--- config.mk ---
export PLATFORM = sky130hd
export DESIGN_NAME = zii_slave_decode
export DESIGN_NICKNAME = d
export VERILOG_FILES = /design/src/rtl/zii_slave_decode.sv
export SDC_FILE = /design/constraint.sdc
export NUM_CORES = 1
export LEC_CHECK = 0
export ABC_AREA = 1
export CORE_MARGIN = 2
export CORE_UTILIZATION = 41
export DETAILED_ROUTE_END_ITERATION = 16
export PLACE_DENSITY = 0.82
export SETUP_SLACK_MARGIN = 0.3
export SLEW_MARGIN = 10
export SYNTH_ARGS = -nofsm -noshare
export SYNTH_HDL_FRONTEND = slang
export SYNTH_SLANG_ARGS = --single-unit
export TNS_END_PERCENT = 10
--- constraint.sdc ---
create_clock -name C7M -period 1.5 [get_ports C7M]
set_input_delay 0.3 -clock C7M [delete_from_list [all_inputs] [get_ports C7M]]
set_output_delay 0.3 -clock C7M [all_outputs]
set_load 0.005 [all_outputs]
--- src/rtl/zii_slave_decode.sv ---
// -----------------------------------------------------------------------------
// zii_slave_decode
//
// Zorro II slave-side address decoder and bus-cycle sequencer.
//
// This block sits directly after AutoConfig and uses the bases that stage
// assigned. It recognises CPU cycles aimed at the Fast RAM window or at the
// 64 KB SDIO register window. For a hit, it drives the SRAM strobes or the
// SDIO chip select, enables the data buffers, and returns DTACK_n after a
// programmable number of C7M wait states.
//
// Parameters
//   RAM_WAIT  extra C7M edges between strobe assertion and DTACK_n for RAM (0..3)
//   IO_WAIT   extra C7M edges before DTACK_n for SDIO hits (0..7)
//
// Ports
//   C7M               in   7 MHz bus clock, rising-edge active
//   RESET_n           in   asynchronous active-low reset
//   AS_CPU_n          in   address strobe (active low)
//   UDS_n / LDS_n     in   upper / lower data strobes (active low)
//   RW_n              in   1 = read, 0 = write
//   A_HIGH[7:0]       in   address A23..A16
//   BASE_RAM[2:0]     in   RAM base A23..A21 (2 MB granules)
//   BASE_SDIO[7:0]    in   SDIO base A23..A16
//   RAM_CONFIGURED_n  in   low once BASE_RAM is valid
//   SDIO_CONFIGURED_n in   low once BASE_SDIO is valid
//   JP4               in   1 = 8 MB RAM (4 granules), 0 = 4 MB (2 granules)
//   RAM_CE_n          out  SRAM chip enable
//   RAM_OE_n          out  SRAM output enable
//   RAM_WE_n[1:0]     out  SRAM byte write enables, [1] upper, [0] lower
//   SDIO_CS_n         out  SDIO register-block select
//   DBUF_OE_n         out  data-buffer enable
//   DBUF_DIR          out  buffer direction, 1 = card drives the bus
//   DTACK_n           out  data transfer acknowledge
// -----------------------------------------------------------------------------
module zii_slave_decode #(
   parameter int unsigned RAM_WAIT = 0,
   parameter int unsigned IO_WAIT  = 2
) (
   input  logic       C7M,
   input  logic       RESET_n,
   input  logic       AS_CPU_n,
   input  logic       UDS_n,
   input  logic       LDS_n,
   input  logic       RW_n,
   input  logic [7:0] A_HIGH,
   input  logic [2:0] BASE_RAM,
   input  logic [7:0] BASE_SDIO,
   input  logic       RAM_CONFIGURED_n,
   input  logic       SDIO_CONFIGURED_n,
   input  logic       JP4,
   output logic       RAM_CE_n,
   output logic       RAM_OE_n,
   output logic [1:0] RAM_WE_n,
   output logic       SDIO_CS_n,
   output logic       DBUF_OE_n,
   output logic       DBUF_DIR,
   output logic       DTACK_n
);

   localparam logic [2:0] RAM_WAIT_L = 3'(RAM_WAIT);
   localparam logic [2:0] IO_WAIT_L  = 3'(IO_WAIT);

   typedef enum logic [1:0] {
      ST_IDLE    = 2'd0,
      ST_RAM_ACC = 2'd1,
      ST_IO_ACC  = 2'd2,
      ST_ACK     = 2'd3
   } state_t;

   state_t     state_q,   state_d;
   logic [2:0] wait_q,    wait_d;
   logic       is_ram_q,  is_ram_d;    // hit type of the running cycle
   logic       as_high_q, as_high_d;   // AS_CPU_n was high on the previous edge
   logic       ram_sel_q, ram_sel_d;
   logic       io_sel_q,  io_sel_d;
   logic       active_q,  active_d;
   logic       dtack_q,   dtack_d;

   logic [2:0] ram_off_s;
   logic [2:0] ram_size_s;
   logic       ram_hit_s;
   logic       io_hit_s;
   logic       as_s;

   // Window decode. The RAM offset wraps modulo 8 granules, so a base near the
   // top of the 16 MB map still covers the granules that wrap around to 0.
   always_comb begin
      ram_off_s  = A_HIGH[7:5] - BASE_RAM;
      ram_size_s = JP4 ? 3'd4 : 3'd2;
      ram_hit_s  = !RAM_CONFIGURED_n && (ram_off_s < ram_size_s);
      io_hit_s   = !SDIO_CONFIGURED_n && (A_HIGH == BASE_SDIO);
   end

   // State register and registered output flags.
   always_ff @(posedge C7M or negedge RESET_n) begin
      if (!RESET_n) begin
         state_q   <= ST_IDLE;
         wait_q    <= 3'd0;
         is_ram_q  <= 1'b0;
         as_high_q <= 1'b1;
         ram_sel_q <= 1'b0;
         io_sel_q  <= 1'b0;
         active_q  <= 1'b0;
         dtack_q   <= 1'b0;
      end else begin
         state_q   <= state_d;
         wait_q    <= wait_d;
         is_ram_q  <= is_ram_d;
         as_high_q <= as_high_d;
         ram_sel_q <= ram_sel_d;
         io_sel_q  <= io_sel_d;
         active_q  <= active_d;
         dtack_q   <= dtack_d;
      end
   end

   // Next-state logic. A cycle is decoded only on the first edge that sees AS
   // low after it was high. A miss therefore stays a miss for the whole cycle,
   // and back-to-back cycles need an AS-high edge in IDLE.
   always_comb begin
      state_d   = state_q;
      wait_d    = wait_q;
      is_ram_d  = is_ram_q;
      as_high_d = AS_CPU_n;
      case (state_q)
         ST_IDLE: begin
            if (!AS_CPU_n && as_high_q) begin
               if (ram_hit_s) begin
                  state_d  = ST_RAM_ACC;
                  wait_d   = RAM_WAIT_L;
                  is_ram_d = 1'b1;
               end else if (io_hit_s) begin
                  state_d  = ST_IO_ACC;
                  wait_d   = IO_WAIT_L;
                  is_ram_d = 1'b0;
               end else begin
                  state_d  = ST_IDLE;
               end
            end else begin
               state_d = ST_IDLE;
            end
         end
         ST_RAM_ACC, ST_IO_ACC: begin
            if (AS_CPU_n) begin
               state_d = ST_IDLE;
            end else if (wait_q == 3'd0) begin
               state_d = ST_ACK;
            end else begin
               wait_d = wait_q - 3'd1;
            end
         end
         ST_ACK: begin
            if (AS_CPU_n) begin
               state_d = ST_IDLE;
            end else begin
               state_d = ST_ACK;
            end
         end
         default: begin
            state_d = ST_IDLE;
         end
      endcase
   end

   // Output flags, derived from the next state so that they switch on the
   // same edge as the state they describe.
   always_comb begin
      ram_sel_d = (state_d == ST_RAM_ACC) || ((state_d == ST_ACK) && is_ram_d);
      io_sel_d  = (state_d == ST_IO_ACC)  || ((state_d == ST_ACK) && !is_ram_d);
      active_d  = (state_d != ST_IDLE);
      dtack_d   = (state_d == ST_ACK);
   end

   // Every bus-facing output is qualified with AS directly. This lets the
   // strobes, the buffer enable and DTACK_n release as soon as the master
   // negates AS, without waiting for the next C7M edge.
   always_comb begin
      as_s        = !AS_CPU_n;
      RAM_CE_n    = !(ram_sel_q && as_s);
      RAM_OE_n    = !(ram_sel_q && as_s && RW_n);
      RAM_WE_n[1] = !(ram_sel_q && as_s && !RW_n && !UDS_n);
      RAM_WE_n[0] = !(ram_sel_q && as_s && !RW_n && !LDS_n);
      SDIO_CS_n   = !(io_sel_q && as_s);
      DBUF_OE_n   = !(active_q && as_s);
      DBUF_DIR    = active_q && as_s && RW_n;
      DTACK_n     = !(dtack_q && as_s);
   end

endmodule

==> results.md, run 1 <==
* Detail Placement HPWL at 1.88 mm
* Worst Hold Class: in2reg
* First drt pass iteration count at 4
* DIE HEIGHT at 51.5 um
* Worst slack at placement at -1.08 ns
* Ant diodes at 0
* Internal power at 616 uW
* PortBufs at 35
* Initial antenna violation count at 0
* Die area at 0.00265 mm2
* Largest net degree at the start of global routing at 12
* Reg power frac at 0.365
* Worst-skew pair later-pin latency at 0.28 ns
* Slew headroom at 0.650
* Via density at 4.58
* Failing checks: setup timing
* Pwr Total at 937 uW
* Die Wd at 51.5 um
* Total GRT Usage at 0.196
* Distinct cells, synth at 20
* CTS clk-pin slew, worst paths at 0.08 ns
* Arr. time, crit path at 2.05 ns
* Clock sinks at 11
* Core Footprint at 0.00217 mm2
* Syn Inst Count at 142
* Placer Congestion at 0.794
* Worst Max-Slew Pin Slew at 0.523 ns
* Layout cells sized above 1 at 0.250
* Final nets at 223
* VDD IR-drop max at 0.347 mV
* # IOs at 36
* Minimum clock period at 1.84 ns
* Syn avg cell area at 6.52 um2
* Design Area, Final at 0.00139 mm2
* Vias in the first global route at 1,030
* Synth Warn # at 0
* Pwr Density at 673 mW/mm2
* Via count at 989
* Critical Path Source Type: input port
* Clk pwr share at 0.227
* Clock Path Buffers at 2
* Required time worst endpoint at 1.71 ns
* Unrepaired setup endpoints after global routing: true
* DRC viols at 0
* Max-Cap Viols at 0
* Placed insts at 211
* Hold Vio Cnt, Final at 0
* Placed Area at 0.00137 mm2
* Status: finished with violations
* Clk_skew at 0.00527 ns
* Detailed Route WL at 2.23 mm
* Sw Ratio at 0.343
* Final ANT Viol Nets at 0
* Grt ovf at 0
* Final non-filler cell total at 216
* Wire per inst at 10.3 um
* Area grow syn2layout at 50.4%
* Post-synthesis sequential area ratio at 0.299
* # rows at 17
* Crit path capture type: flip-flop
* P_leak at 0.000760 uW
* Synthesized area at 926 um2
* CTS Buf Count at 3
* Final Worst Setup Slack at -0.341 ns
* Initial Utilization at 0.427
* 1st-iter DRT viols at 12
* Final Cycle Share at 1.23
* Final Core Density at 0.642
* CTS H-tree lvls at 1
* First-pass GRT wire length at 3.91 mm
* Switching pwr at 321 uW
* Setup-failing EPs final at 10
* Syn nets at 176
* Pins Over Slew Limit at 0
* Fmax at 0.543 GHz
* Comb pwr share at 0.408
* Root buf cell: clkbuf_4
* CTS tree: done
* Critical Path Fanout Max at 4
* Flops & latches, synth at 11
* Critical setup path kind: in2reg
==> per-layer routing <==
| metal | share of wire | wire length, um | global-route usage | vias up |
|---|---|---|---|---|
| met5 | 0 | 0 | 0 | - |
| met3 | 0.031 | 69 | 0.0259 | 5 |
| met1 | 0.38 | 846 | 0.191 | 453 |
| met2 | 0.57 | 1270 | 0.397 | 21 |
| li1 | - | - | - | 510 |
| met4 | 0.019 | 43 | 0.0877 | 0 |
==> Yosys cell counts <==
master | n | area, um2
a21oi_1 | 1 | 5.00
dfrtp_1 | 10 | 250
dfstp_2 | 1 | 26.3
fa_1 | 1 | 20.0
ha_1 | 5 | 62.6
inv_1 | 35 | 131
inv_2 | 2 | 7.51
nand2_1 | 46 | 173
nand2_2 | 3 | 18.8
nand3_1 | 9 | 45.0
nand3_2 | 2 | 20.0
nand4_1 | 1 | 6.26
nor2_1 | 9 | 33.8
nor2_2 | 3 | 18.8
nor2_4 | 1 | 11.3
o21ai_0 | 2 | 10.0
o22ai_1 | 2 | 12.5
or3_1 | 2 | 12.5
xnor2_1 | 5 | 43.8
xor2_1 | 2 | 17.5
==> final timing paths <==
path,to,cells past startpoint,slack (ns),from
max in group asynchronous,as_high_q,1,0.78,RESET_n
setup reg to reg,io_sel_q,9,0.06,state_q[0]
hold / removal,as_high_q,2,0.28,AS_CPU_n
min in group asynchronous,wait_q[2],1,0.36,RESET_n
hold reg to reg,wait_q[1],2,0.49,wait_q[1]
setup / recovery,dtack_q,14,-0.34,BASE_RAM[0]
==> cells by family (layout without fill, tap and decap cells) <==
logic type,Yosys count,after routing,synth area share
compound gates,5,5,0.0297
xor+xnor,7,7,0.0662
fa+ha+maj,6,6,0.0892
buf+inv,37,83,0.150
flops,11,11,0.299
simple gates,76,76,0.366
==> power by group through the flow <==
stage,clock (uW),sequential (uW),combinational (uW)
final,212,342,383
after global routing,236,345,437
after CTS,221,342,385
after global placement,0,345,345
after floorplan,0,342,212
after detailed placement,0,348,364
==> repair_timing <==
action / CTS / global route
gates resized for setup: 61 / 3
hold buffers: 0 / 0
pin swaps: 13 / 4
buffers inserted: 1 / 0
endpoints found under the setup margin: 18 / 13
==> cell type report <==
type / count / area, um2
Clock buffer: 4 / 26.3
Inverter: 37 / 139
Multi-Input combinational cell: 94 / 564
Tap cell: 28 / 35.0
Sequential cell: 11 / 277
Fill cell: 202 / 777
Timing Repair Buffer: 42 / 352
==> stage by stage <==
stage / setup TNS (ns) / hold slack (ns)
CTS: -2.95 / 0.276
floorplan: -3.78 / 0.00441
global placement: -12.41 / 0.459
detailed placement: -13.32 / 0.490
finish: -2.80 / 0.284
global route: -3.62 / 0.271
==> worst max-delay path, stage by stage <==
cell and delay, ns:
buf_6 0.09, inv_2 0.04, nor2_2 0.03, fa_2 0.35
xnor2_2 0.14, xor2_1 0.16, inv_1 0.09, ha_4 0.27
nand2_4 0.06, a21oi_2 0.14, nand3_2 0.13, nand2_2 0.11
inv_2 0.04, nor2_2 0.09
==> sequential cells by signal (all words and copies together) (netlist names) <==
register,flops
ram_sel_q,1
io_sel_q,1
dtack_q,1
active_q,1
state_q,2
as_high_q,1
is_ram_q,1
wait_q,3
==> layout by cell type (no fill, tap or decap) <==
cell type        count
nand2_1             43
inv_1               33
clkdlybuf4s50_1     20
dfrtp_1             10
buf_2                9
nand3_1              8
nor2_1               7
buf_4                6
nand2_2              5
inv_2                4
nor2_2               4
xnor2_1              4
ha_1                 4
nand3_2              3
clkbuf_4             3
buf_6                3
xor2_1               2
o21ai_0              2
nor2_4               2
o22ai_1              2
or3_1                2
dlygate4sd2_1        2
clkbuf_2             2
xnor2_2              1
nand2_4              1
nand4_1              1
a21oi_2              1
fa_2                 1
ha_4                 1
dfstp_2              1
clkbuf_1             1
Note: power is estimated with default switching activity, not from simulation.
==> inputs of run 2 (changes only) <==
--- a/config.mk
+++ b/config.mk
@@ -9,6 +9,7 @@
 export CORE_MARGIN = 2
 export CORE_UTILIZATION = 41
 export DETAILED_ROUTE_END_ITERATION = 16
+export GPL_TIMING_DRIVEN = 0
 export PLACE_DENSITY = 0.82
 export SETUP_SLACK_MARGIN = 0.3
 export SLEW_MARGIN = 10
==> results.md, run 2 (same netlist as run 1, synthesis figures left out) <==
* DIE HEIGHT at 51.5 um
* Grt ovf at 0
* Worst Setup EP: io_sel_q
* Worst-skew pair later-pin latency at 0.28 ns
* # IOs at 36
* Routing usage on met1 at 0.181
* Internal power at 595 uW
* Top Family by Delay on Critical Path: adder cells
* Hold Vio Cnt, Final at 0
* CTS Buf Count at 3
* Critical setup path kind: in2reg
* Detailed Route WL at 1.99 mm
* Hold_ws at 0.157 ns
* Failing checks: setup timing
* # hold bufs at CTS at 0
* Worst slack at placement at -1.10 ns
* Total GRT Usage at 0.178
* Final nets at 218
* Via count at 949
* Die Wd at 51.5 um
* # rows at 17
* Pins Over Slew Limit at 0
* Final Core Density at 0.612
* Final Cycle Share at 1.25
* Final ANT Viol Nets at 0
* PortBufs at 35
* Busiest grt layer: met2
* Layout cells sized above 1 at 0.213
* Slew headroom at 0.653
* Clk_skew at 0.000404 ns
* Critical R2R Capture: wait_q[2]
* Root buf cell: clkbuf_4
* Wire per inst at 9.42 um
* Clk pwr share at 0.238
* Initial antenna violation count at 0
* Vias in the first global route at 935
* Largest net degree at the start of global routing at 12
* FF+latch area at 277 um2
* Beginning of the critical path: BASE_RAM[0]
* Die area at 0.00265 mm2
* P_leak at 0.000729 uW
* Crit path capture type: flip-flop
* Sw Ratio at 0.336
* Worst-path cell chain: buf_6 > inv_2 > nor2_2 > fa_2 > xnor2_2 > xor2_1 > inv_1 > ha_1 > nand2_2 > nand4_1 > nand2_1 > nand3_2 > nand2_1 > inv_1
* Clock Path Buffers at 2
* Unrepaired setup endpoints after global routing: true
* VDD IR-drop max at 0.387 mV
* GRT met3 Usage at 0.0345
* Critical Path Fanout Max at 4
* Multi-input gate area at 536 um2
* Via density at 4.50
* R2R Setup Slk at 0.02 ns
* Comb pwr share at 0.382
* Area grow syn2layout at 43.5%
* Detail Placement HPWL at 1.71 mm
* Status: finished with violations
* Core Footprint at 0.00217 mm2
* Arr. time, crit path at 2.06 ns
* Setup TNS at -3.06 ns
* Met2 usage in global routing at 0.344
* CTS H-tree lvls at 1
* Minimum clock period at 1.88 ns
* Max-Cap Viols at 0
* Largest register by flop count: wait_q
* Worst Max-Slew Pin Slew at 0.518 ns
* Ant diodes at 0
* Design Area, Final at 0.00133 mm2
* Reg power frac at 0.380
* Most frequent cells in the layout: nand2_1, inv_1, clkdlybuf4s50_1
* First-pass GRT wire length at 3.54 mm
* 1st-iter DRT viols at 4
* R2R depth at 7
* DRC viols at 0
* Clock sinks at 11
* Required time worst endpoint at 1.68 ns
* Final Worst Setup Slack at -0.378 ns
* Placer Congestion at 0.772
* Initial Utilization at 0.427
* Fmax at 0.532 GHz
* CTS tree: done
* Setup-failing EPs final at 10
* CP max stage delay at 0.35 ns
* Largest register FFs at 3
* Switching pwr at 301 uW
* First drt pass iteration count at 4
* CP bufs+invs at 4
* Commonest non-fill, non-tap cell in the layout: nand2_1
* CTS clk-pin slew, worst paths at 0.07 ns
* Reg2Reg Launch Point: state_q[1]
* Pwr Density at 674 mW/mm2
* Largest regs: wait_q x3, state_q x2
* Critical-path top delay cell: fa_2
* FILL cells at 212
* Critical Path Source Type: input port
* Total number of cells along the worst setup path at 14
* Worst Hold Class: in2reg
* Placed Area at 0.00133 mm2
run 2: changes by cell type in the layout (fill, tap and decap cells not counted), sizes merged:
cell	delta
clkbuf	-1
buf	-4
run 2: worst min path at each step:
stage / from / endpoint / slack [ns] / cells after the start
global route: AS_CPU_n / as_high_q / 0.14 / 1
floorplan: RESET_n / active_q / 0.004 / 0
CTS: AS_CPU_n / as_high_q / 0.15 / 1
finish: AS_CPU_n / as_high_q / 0.16 / 1
detailed placement: wait_q[1] / wait_q[1] / 0.46 / 2
global placement: wait_q[1] / wait_q[1] / 0.46 / 2
run 2: layout make-up:
| type | instances | share of cell area |
|---|---|---|
| multi-input cells | 94 | 0.403 |
| repair buffers | 37 | 0.238 |
| flip-flops and latches | 11 | 0.208 |
| inverters | 37 | 0.105 |
| well taps | 28 | 0.0264 |
| clock buffers | 4 | 0.0198 |
run 2: metal layers:
metal	up-vias	share of wire
met3	3	0.045
li1	501	-
met2	23	0.56
met1	422	0.38
met5	-	0
met4	0	0.016
run 2: metrics by stage:
step,cells,power (uW)
after floorplan,142,554
after global placement,205,673
after detailed placement,205,692
after CTS,211,907
after global routing,211,972
final,211,895
run 2: worst reg2reg max path, cell delays in order (launching register included):
cell and delay (ns):
dfrtp_1 0.38, inv_1 0.05, ha_1 0.32, nand2_1 0.08, o22ai_1 0.31, nand2_2 0.11
nand2_1 0.07, nand2_1 0.05
run 2: timing repair:
| action | 4_1_cts | 5_1_grt |
|---|---|---|
| pin swaps | 13 | 3 |
| setup buffers | 2 | 0 |
| endpoints found under the setup margin | 18 | 13 |
| gates resized for setup | 57 | 4 |
run 2: power by group through the flow:
stage,combinational [uW],sequential [uW],clock [uW]
2_1_floorplan,212,342,0
3_3_place_gp,329,345,0
3_5_place_dp,346,346,0
4_1_cts,346,340,221
5_1_grt,395,344,232
6_report,342,340,213
